## src/rtl/tdc_channel_if.sv

```systemverilog
// Event bus between one TDC channel (master) and the output controller (slave).
interface tdc_channel_if #(
  parameter int CHAN_WIDTH = 4,
  parameter int TOT_WIDTH  = 16,
  parameter int TS_WIDTH   = 48
);
  logic                  sig_in;
  logic                  enable;
  logic                  clear;
  logic                  has_event;
  logic [CHAN_WIDTH-1:0] chan;
  logic [TOT_WIDTH-1:0]  time_over_threshold;
  logic [TS_WIDTH-1:0]   timestamp;
  logic [15:0]           lost_events;

  modport master (
    input  sig_in, enable, clear,
    output has_event, chan, time_over_threshold, timestamp, lost_events
  );

  modport slave (
    output sig_in, enable, clear,
    input  has_event, chan, time_over_threshold, timestamp, lost_events
  );
endinterface

```

## src/rtl/tdc_channel.sv

```systemverilog
// Single-channel TDC: timestamps synchronized rising edges and measures time-over-threshold.
// Optional feature: define TDC_GLITCH_FILTER_EN to drop pulses shorter than MIN_TOT.
module tdc_channel #(
  parameter int CHANNEL_ID = 0,
  parameter int CHAN_WIDTH = 4,
  parameter int TOT_WIDTH  = 16,
  parameter int TS_WIDTH   = 48,
  parameter int MIN_TOT    = 3
) (
  input logic           clk,
  input logic           reset,
  tdc_channel_if.master bus
);

`ifdef TDC_GLITCH_FILTER_EN
  localparam bit GLITCH_EN = 1'b1;
`else
  localparam bit GLITCH_EN = 1'b0;
`endif

  localparam logic [TOT_WIDTH-1:0] TOT_MAX = '1;
  localparam logic [TOT_WIDTH-1:0] TOT_ONE = TOT_WIDTH'(1);
  localparam logic [TOT_WIDTH-1:0] TOT_MIN = TOT_WIDTH'(MIN_TOT);

  typedef enum logic [1:0] {IDLE, HIGH, READY, WAIT_LOW} state_t;

  state_t                state;
  logic                  sync1;
  logic                  sync2;
  logic                  level;
  logic                  rise;
  logic                  fall;
  logic                  stuck;
  logic [TS_WIDTH-1:0]   ts_cnt;
  logic [TS_WIDTH-1:0]   ts;
  logic [TOT_WIDTH-1:0]  tot;
  logic                  has_event;
  logic [15:0]           lost;

  assign bus.chan                = CHAN_WIDTH'(CHANNEL_ID);
  assign bus.has_event           = has_event;
  assign bus.time_over_threshold = tot;
  assign bus.timestamp           = ts;
  assign bus.lost_events         = lost;

  // level is the same age as rise/fall, so the READY exit sees a consistent signal view
  always_ff @(posedge clk) begin
    if (reset) begin
      sync1 <= 1'b0;
      sync2 <= 1'b0;
      level <= 1'b0;
      rise  <= 1'b0;
      fall  <= 1'b0;
    end else begin
      sync1 <= bus.sig_in;
      sync2 <= sync1;
      level <= sync2;
      rise  <= sync2 & ~level;
      fall  <= ~sync2 & level;
    end
  end

  always_ff @(posedge clk) begin
    if (reset) ts_cnt <= '0;
    else       ts_cnt <= ts_cnt + TS_WIDTH'(1);
  end

  always_ff @(posedge clk) begin
    if (reset) begin
      state     <= IDLE;
      ts        <= '0;
      tot       <= '0;
      has_event <= 1'b0;
      lost      <= '0;
      stuck     <= 1'b0;
    end else begin
      case (state)
        IDLE: begin
          if (rise && bus.enable) begin
            ts    <= ts_cnt;
            tot   <= TOT_ONE;
            state <= HIGH;
          end
        end
        HIGH: begin
          if (fall) begin
            if (GLITCH_EN && (tot < TOT_MIN)) begin
              state <= IDLE;
            end else begin
              state     <= READY;
              has_event <= 1'b1;
            end
          end else if (tot == TOT_MAX - TOT_ONE) begin
            // signal never fell: freeze at full scale and flag the channel
            tot       <= TOT_MAX;
            state     <= READY;
            has_event <= 1'b1;
            stuck     <= 1'b1;
          end else begin
            tot <= tot + TOT_ONE;
          end
        end
        READY: begin
          if (bus.clear) begin
            has_event <= 1'b0;
            stuck     <= 1'b0;
            if (rise && bus.enable) begin
              ts    <= ts_cnt;
              tot   <= TOT_ONE;
              state <= HIGH;
            end else if (stuck || !level) begin
              state <= IDLE;
            end else begin
              state <= WAIT_LOW;
            end
          end else if (rise && (lost != 16'hFFFF)) begin
            lost <= lost + 16'd1;
          end
        end
        WAIT_LOW: begin
          if (fall) state <= IDLE;
        end
        default: state <= IDLE;
      endcase
    end
  end

endmodule

```

## src/flat_wrapper.sv

```systemverilog
// flat-port wrapper written by rule: the top's interface ports become plain ports
module tdc_channel_flat 
#(
  parameter int CHANNEL_ID = 0,
  parameter int CHAN_WIDTH = 4,
  parameter int TOT_WIDTH  = 16,
  parameter int TS_WIDTH   = 48,
  parameter int MIN_TOT    = 3
)
  (clk, reset, bus_sig_in, bus_enable, bus_clear, bus_has_event, bus_chan, bus_time_over_threshold, bus_timestamp, bus_lost_events);
  tdc_channel_if #(.CHAN_WIDTH(CHAN_WIDTH), .TOT_WIDTH(TOT_WIDTH), .TS_WIDTH(TS_WIDTH)) bus_i ();
  input logic clk;
  input logic reset;
  input wire logic [$bits(bus_i.sig_in)-1:0] bus_sig_in;
  input wire logic [$bits(bus_i.enable)-1:0] bus_enable;
  input wire logic [$bits(bus_i.clear)-1:0] bus_clear;
  output wire logic [$bits(bus_i.has_event)-1:0] bus_has_event;
  output wire logic [$bits(bus_i.chan)-1:0] bus_chan;
  output wire logic [$bits(bus_i.time_over_threshold)-1:0] bus_time_over_threshold;
  output wire logic [$bits(bus_i.timestamp)-1:0] bus_timestamp;
  output wire logic [$bits(bus_i.lost_events)-1:0] bus_lost_events;
  assign bus_i.sig_in = bus_sig_in;
  assign bus_i.enable = bus_enable;
  assign bus_i.clear = bus_clear;
  assign bus_has_event = bus_i.has_event;
  assign bus_chan = bus_i.chan;
  assign bus_time_over_threshold = bus_i.time_over_threshold;
  assign bus_timestamp = bus_i.timestamp;
  assign bus_lost_events = bus_i.lost_events;
  tdc_channel #(.CHANNEL_ID(CHANNEL_ID), .CHAN_WIDTH(CHAN_WIDTH), .TOT_WIDTH(TOT_WIDTH), .TS_WIDTH(TS_WIDTH), .MIN_TOT(MIN_TOT)) u_core (.clk(clk), .reset(reset), .bus(bus_i));
endmodule
```

## config.mk

```make
export PLATFORM = sky130hd
export DESIGN_NAME = tdc_channel_flat
export DESIGN_NICKNAME = d
export VERILOG_FILES = /design/src/rtl/tdc_channel_if.sv /design/src/rtl/tdc_channel.sv /design/src/flat_wrapper.sv
export SDC_FILE = /design/constraint.sdc
export NUM_CORES = 1
export LEC_CHECK = 0
export CORE_MARGIN = 3
export CORE_UTILIZATION = 58
export CTS_BUF_LIST = sky130_fd_sc_hd__clkbuf_16
export CTS_CLUSTER_DIAMETER = 60
export CTS_CLUSTER_SIZE = 16
export DETAILED_ROUTE_END_ITERATION = 6
export PLACE_DENSITY_LB_ADDON = 0.15
export SYNTH_ARGS = -nofsm -noshare
export SYNTH_HDL_FRONTEND = slang
export SYNTH_SLANG_ARGS = --single-unit
```

## constraint.sdc

```tcl
create_clock -name clk -period 3.06 [get_ports clk]
set_clock_uncertainty 0.2 [all_clocks]
set_input_delay 0.765 -clock clk [delete_from_list [all_inputs] [get_ports clk]]
set_output_delay 0.765 -clock clk [all_outputs]
set_load 0.005 [all_outputs]
```

==> flow_metrics.py <==
metrics = {
    "sta": {
        "hold_violations": 0,
        "rsz0062_at_grt": "no",
        "min_period_ns": 2.51,
        "slew_headroom": 0.519,
        "fin_crit_sh": 0.820,
        "setup_viol": 0,
        "finalSetupTns_ns": 0,
        "fmax_mhz": 399,
        "slew_violations": 0,
        "worst_slew_pin_slew_ns": 0.715,
    },
    "synth": {
        "synth_compound_area_frac": 0.133,
        "synth.area.mux_share": 0.00539,
        "synth_area_leader_cell": "dfxtp_1",
        "netlist.area_leader.share": 0.454,
        "netlist_area_um2": 6040,
        "synth-edff-count": 0,
        "synthSimpleGateAreaFrac": 0.275,
        "synth_fa_ha_area_frac": 0.0207,
        "avgSynthCellArea_um2": 8.38,
        "seq_area_frac_synth": 0.454,
        "synth-seq-cells": 137,
        "ys.flop_type": "dfxtp_1",
        "yosys.cell_types.count": 59,
        "synthCells": 720,
        "async_reset_ff_frac": 0,
        "synthTopCellsByArea": "dfxtp_1 45%, nand2_1 7.9%, xor2_1 6.4%, a21oi_1 5.3%, nor2_1 4.4%",
        "synth_top_family_by_area": "simple AND/OR/NAND/NOR gates",
        "synth-xor-area-share": 0.0740,
        "synth_warnings": 0,
    },
    "die": {
        "die_x_um": 108,
        "core_area_um2": 9950,
        "start_util": 0.606,
        "die_area_um2": 11700,
        "die_y_um": 108,
        "io_pins": 90,
        "fp-row-count": 36,
    },
    "clock_network": {
        "cts_buffers": 17,
        "ctsResizeCount": 0,
        "cts_tree": "built",
        "cts_sinks": 137,
        "insertion_delay_ns": 0.41,
        "hold_buffers": 0,
        "clock_path_buffers": 2,
        "cts_root_buffer": "clkbuf_16",
        "clk_pin_slew_ns": 0.06,
        "htree_levels": 4,
        "cts_setup_buffers": 0,
    },
    "global_route": {
        "grt_pass1_wl_um": 23400,
        "grt_pass1_vias": 5078,
        "grt_usage": 0.248,
        "antenna_found_initial": 0,
        "grt_overflow": 0,
        "grt_max_degree": 60,
    },
    "min_path": {
        "worst_hold_path_type": "reg2reg",
        "hold_start": "u_core.sync2",
    },
    "pwr": {
        "p_leak_nw": 2.71,
        "vdd_drop_max_uv": 327,
        "p_per_area_nw_per_um2": 545,
        "p_total_mw": 4.12,
    },
    "critical_path": {
        "required_ns": 3.16,
        "crit_fanout": 11,
        "crit_arrival_ns": 2.61,
        "r2r_slack_ns": 0.55,
        "worstSetupEndpointType": "flop",
        "timing.rr.start": "u_core.bus.time_over_threshold[1]",
        "start_kind": "flop",
        "crit_end": "u_core.stuck",
        "ff2ff_path_depth": 6,
        "regToRegEndpoint": "u_core.stuck",
        "startpoint": "u_core.bus.time_over_threshold[1]",
        "path_class": "reg2reg",
    },
    "detailed_routing": {
        "num_vias": 5480,
        "drt_iter0_drc": 273,
        "avgViaCountPerCell": 5.79,
        "wirelength_um": 14000,
        "drtAntennaViolNets": 0,
        "drc": 0,
        "wl_per_cell_um": 14.8,
        "first_pass_iters": 7,
    },
    "outcome": {
        "status": "complete, no violations",
    },
    "finish": {
        "post_layout_nonfiller_instances": 947,
        "antenna_cells": 0,
        "area_delta_synth_final_pct": 25.1,
        "drive_gt1_frac": 0.0713,
        "final_common_cell": "dfxtp_1",
        "nNetsFinal": 816,
        "layout_common_cells": "137 x dfxtp_1, 127 x nand2_1, 84 x clkdlybuf4s50_1",
        "final_area_um2": 7550,
    },
    "place": {
        "gp_congestion": 0.858,
        "dpl.hpwl_um": 9190,
        "port_buffers": 85,
        "place_area_um2": 7000,
        "dp.cells": 915,
    },
    "job": {
        "maxCapViolations": 0,
    },
}
## routing by layer
layer,GRT usage,share of wire,wire length [um],up-vias
li1,-,-,-,2664
met1,0.313,0.43,6100,2607
met2,0.409,0.49,6910,179
met3,0.0615,0.053,747,30
met4,0.0965,0.020,282,0
met5,0,0,0,-
## worst min-delay path by stage
stage | end | slack [ns] | cells after the start
floorplan | u_core.fall | 0.19 | 1
global placement | u_core.fall | 0.20 | 1
detailed placement | u_core.fall | 0.21 | 1
CTS | u_core.fall | 0.22 | 1
global route | u_core.fall | 0.25 | 1
finish | u_core.fall | 0.22 | 1
## cell usage after synthesis (4+ instances only)
| library cell | number |
|---|---|
| dfxtp_1 | 137 |
| nand2_1 | 127 |
| nor2_1 | 71 |
| a21oi_1 | 64 |
| xor2_1 | 44 |
| nand4_1 | 33 |
| o21ai_0 | 31 |
| nand3_1 | 26 |
| clkbuf_1 | 21 |
| inv_1 | 15 |
| and3_1 | 13 |
| ha_1 | 10 |
| or3_1 | 10 |
| nor2b_1 | 8 |
| nor3_1 | 8 |
| xnor2_1 | 7 |
| and2_1 | 6 |
| and4_1 | 6 |
| a21o_1 | 5 |
| a22o_1 | 5 |
| buf_2 | 5 |
| buf_4 | 5 |
| a32o_1 | 4 |
| nand4_2 | 4 |
| nor4_1 | 4 |
| o211ai_1 | 4 |
## area by class of cell
class,count,area [um^2]
Clock buffer,17,425
Fill cell,761,2400
Clock inverter,15,125
Tap cell,133,166
Inverter,16,60.1
Sequential cell,137,2740
Multi-Input combinational cell,535,3090
Timing Repair Buffer,94,941
## logic make-up (layout without fill, tap and decap cells)
family | after synthesis | in the layout
and+or+nand+nor | 332 | 332
DFF | 137 | 137
AOI/OAI and AO/OA | 135 | 135
xor gates and xnor gates | 51 | 51
buffers and inverters | 51 | 142
adders and majority gates | 10 | 10
muxes | 3 | 3
other | 1 | 4
## stage by stage
step	util	worst slack [ns]	hold slack, ns
finish	0.759	0.552	0.218
global route	0.759	0.402	0.254
CTS	0.759	0.566	0.223
detailed placement	0.703	0.270	0.207
global placement	0.703	0.318	0.200
floorplan	-	0.973	0.189
## power by group
group          leakage [nW]  internal (mW)  switching, mW
clock                 0.271           1.11          0.771
sequential             1.10           1.82         0.0342
combinational          1.34          0.150          0.232
total                  2.71           3.08           1.04
## worst max-delay path, stage by stage, from the launching register on
cell and delay (ns):
dfxtp_1 0.45, ha_1 0.23, nand3_1 0.14, or4_1 0.72, o21ai_1 0.30, nand3_1 0.10
a32o_1 0.25
## registers in the layout, indices dropped and copies added (netlist names)
| signal | flops |
|---|---|
| u_core.level | 1 |
| u_core.sync2 | 1 |
| u_core.bus.lost_events | 16 |
| u_core.rise | 1 |
| u_core.state | 2 |
| u_core.sync1 | 1 |
| u_core.bus.timestamp | 48 |
| u_core.bus.time_over_threshold | 16 |
| u_core.fall | 1 |
| u_core.stuck | 1 |
| u_core.bus.has_event | 1 |
| u_core.ts_cnt | 48 |
(Power assumes the default switching activity.)
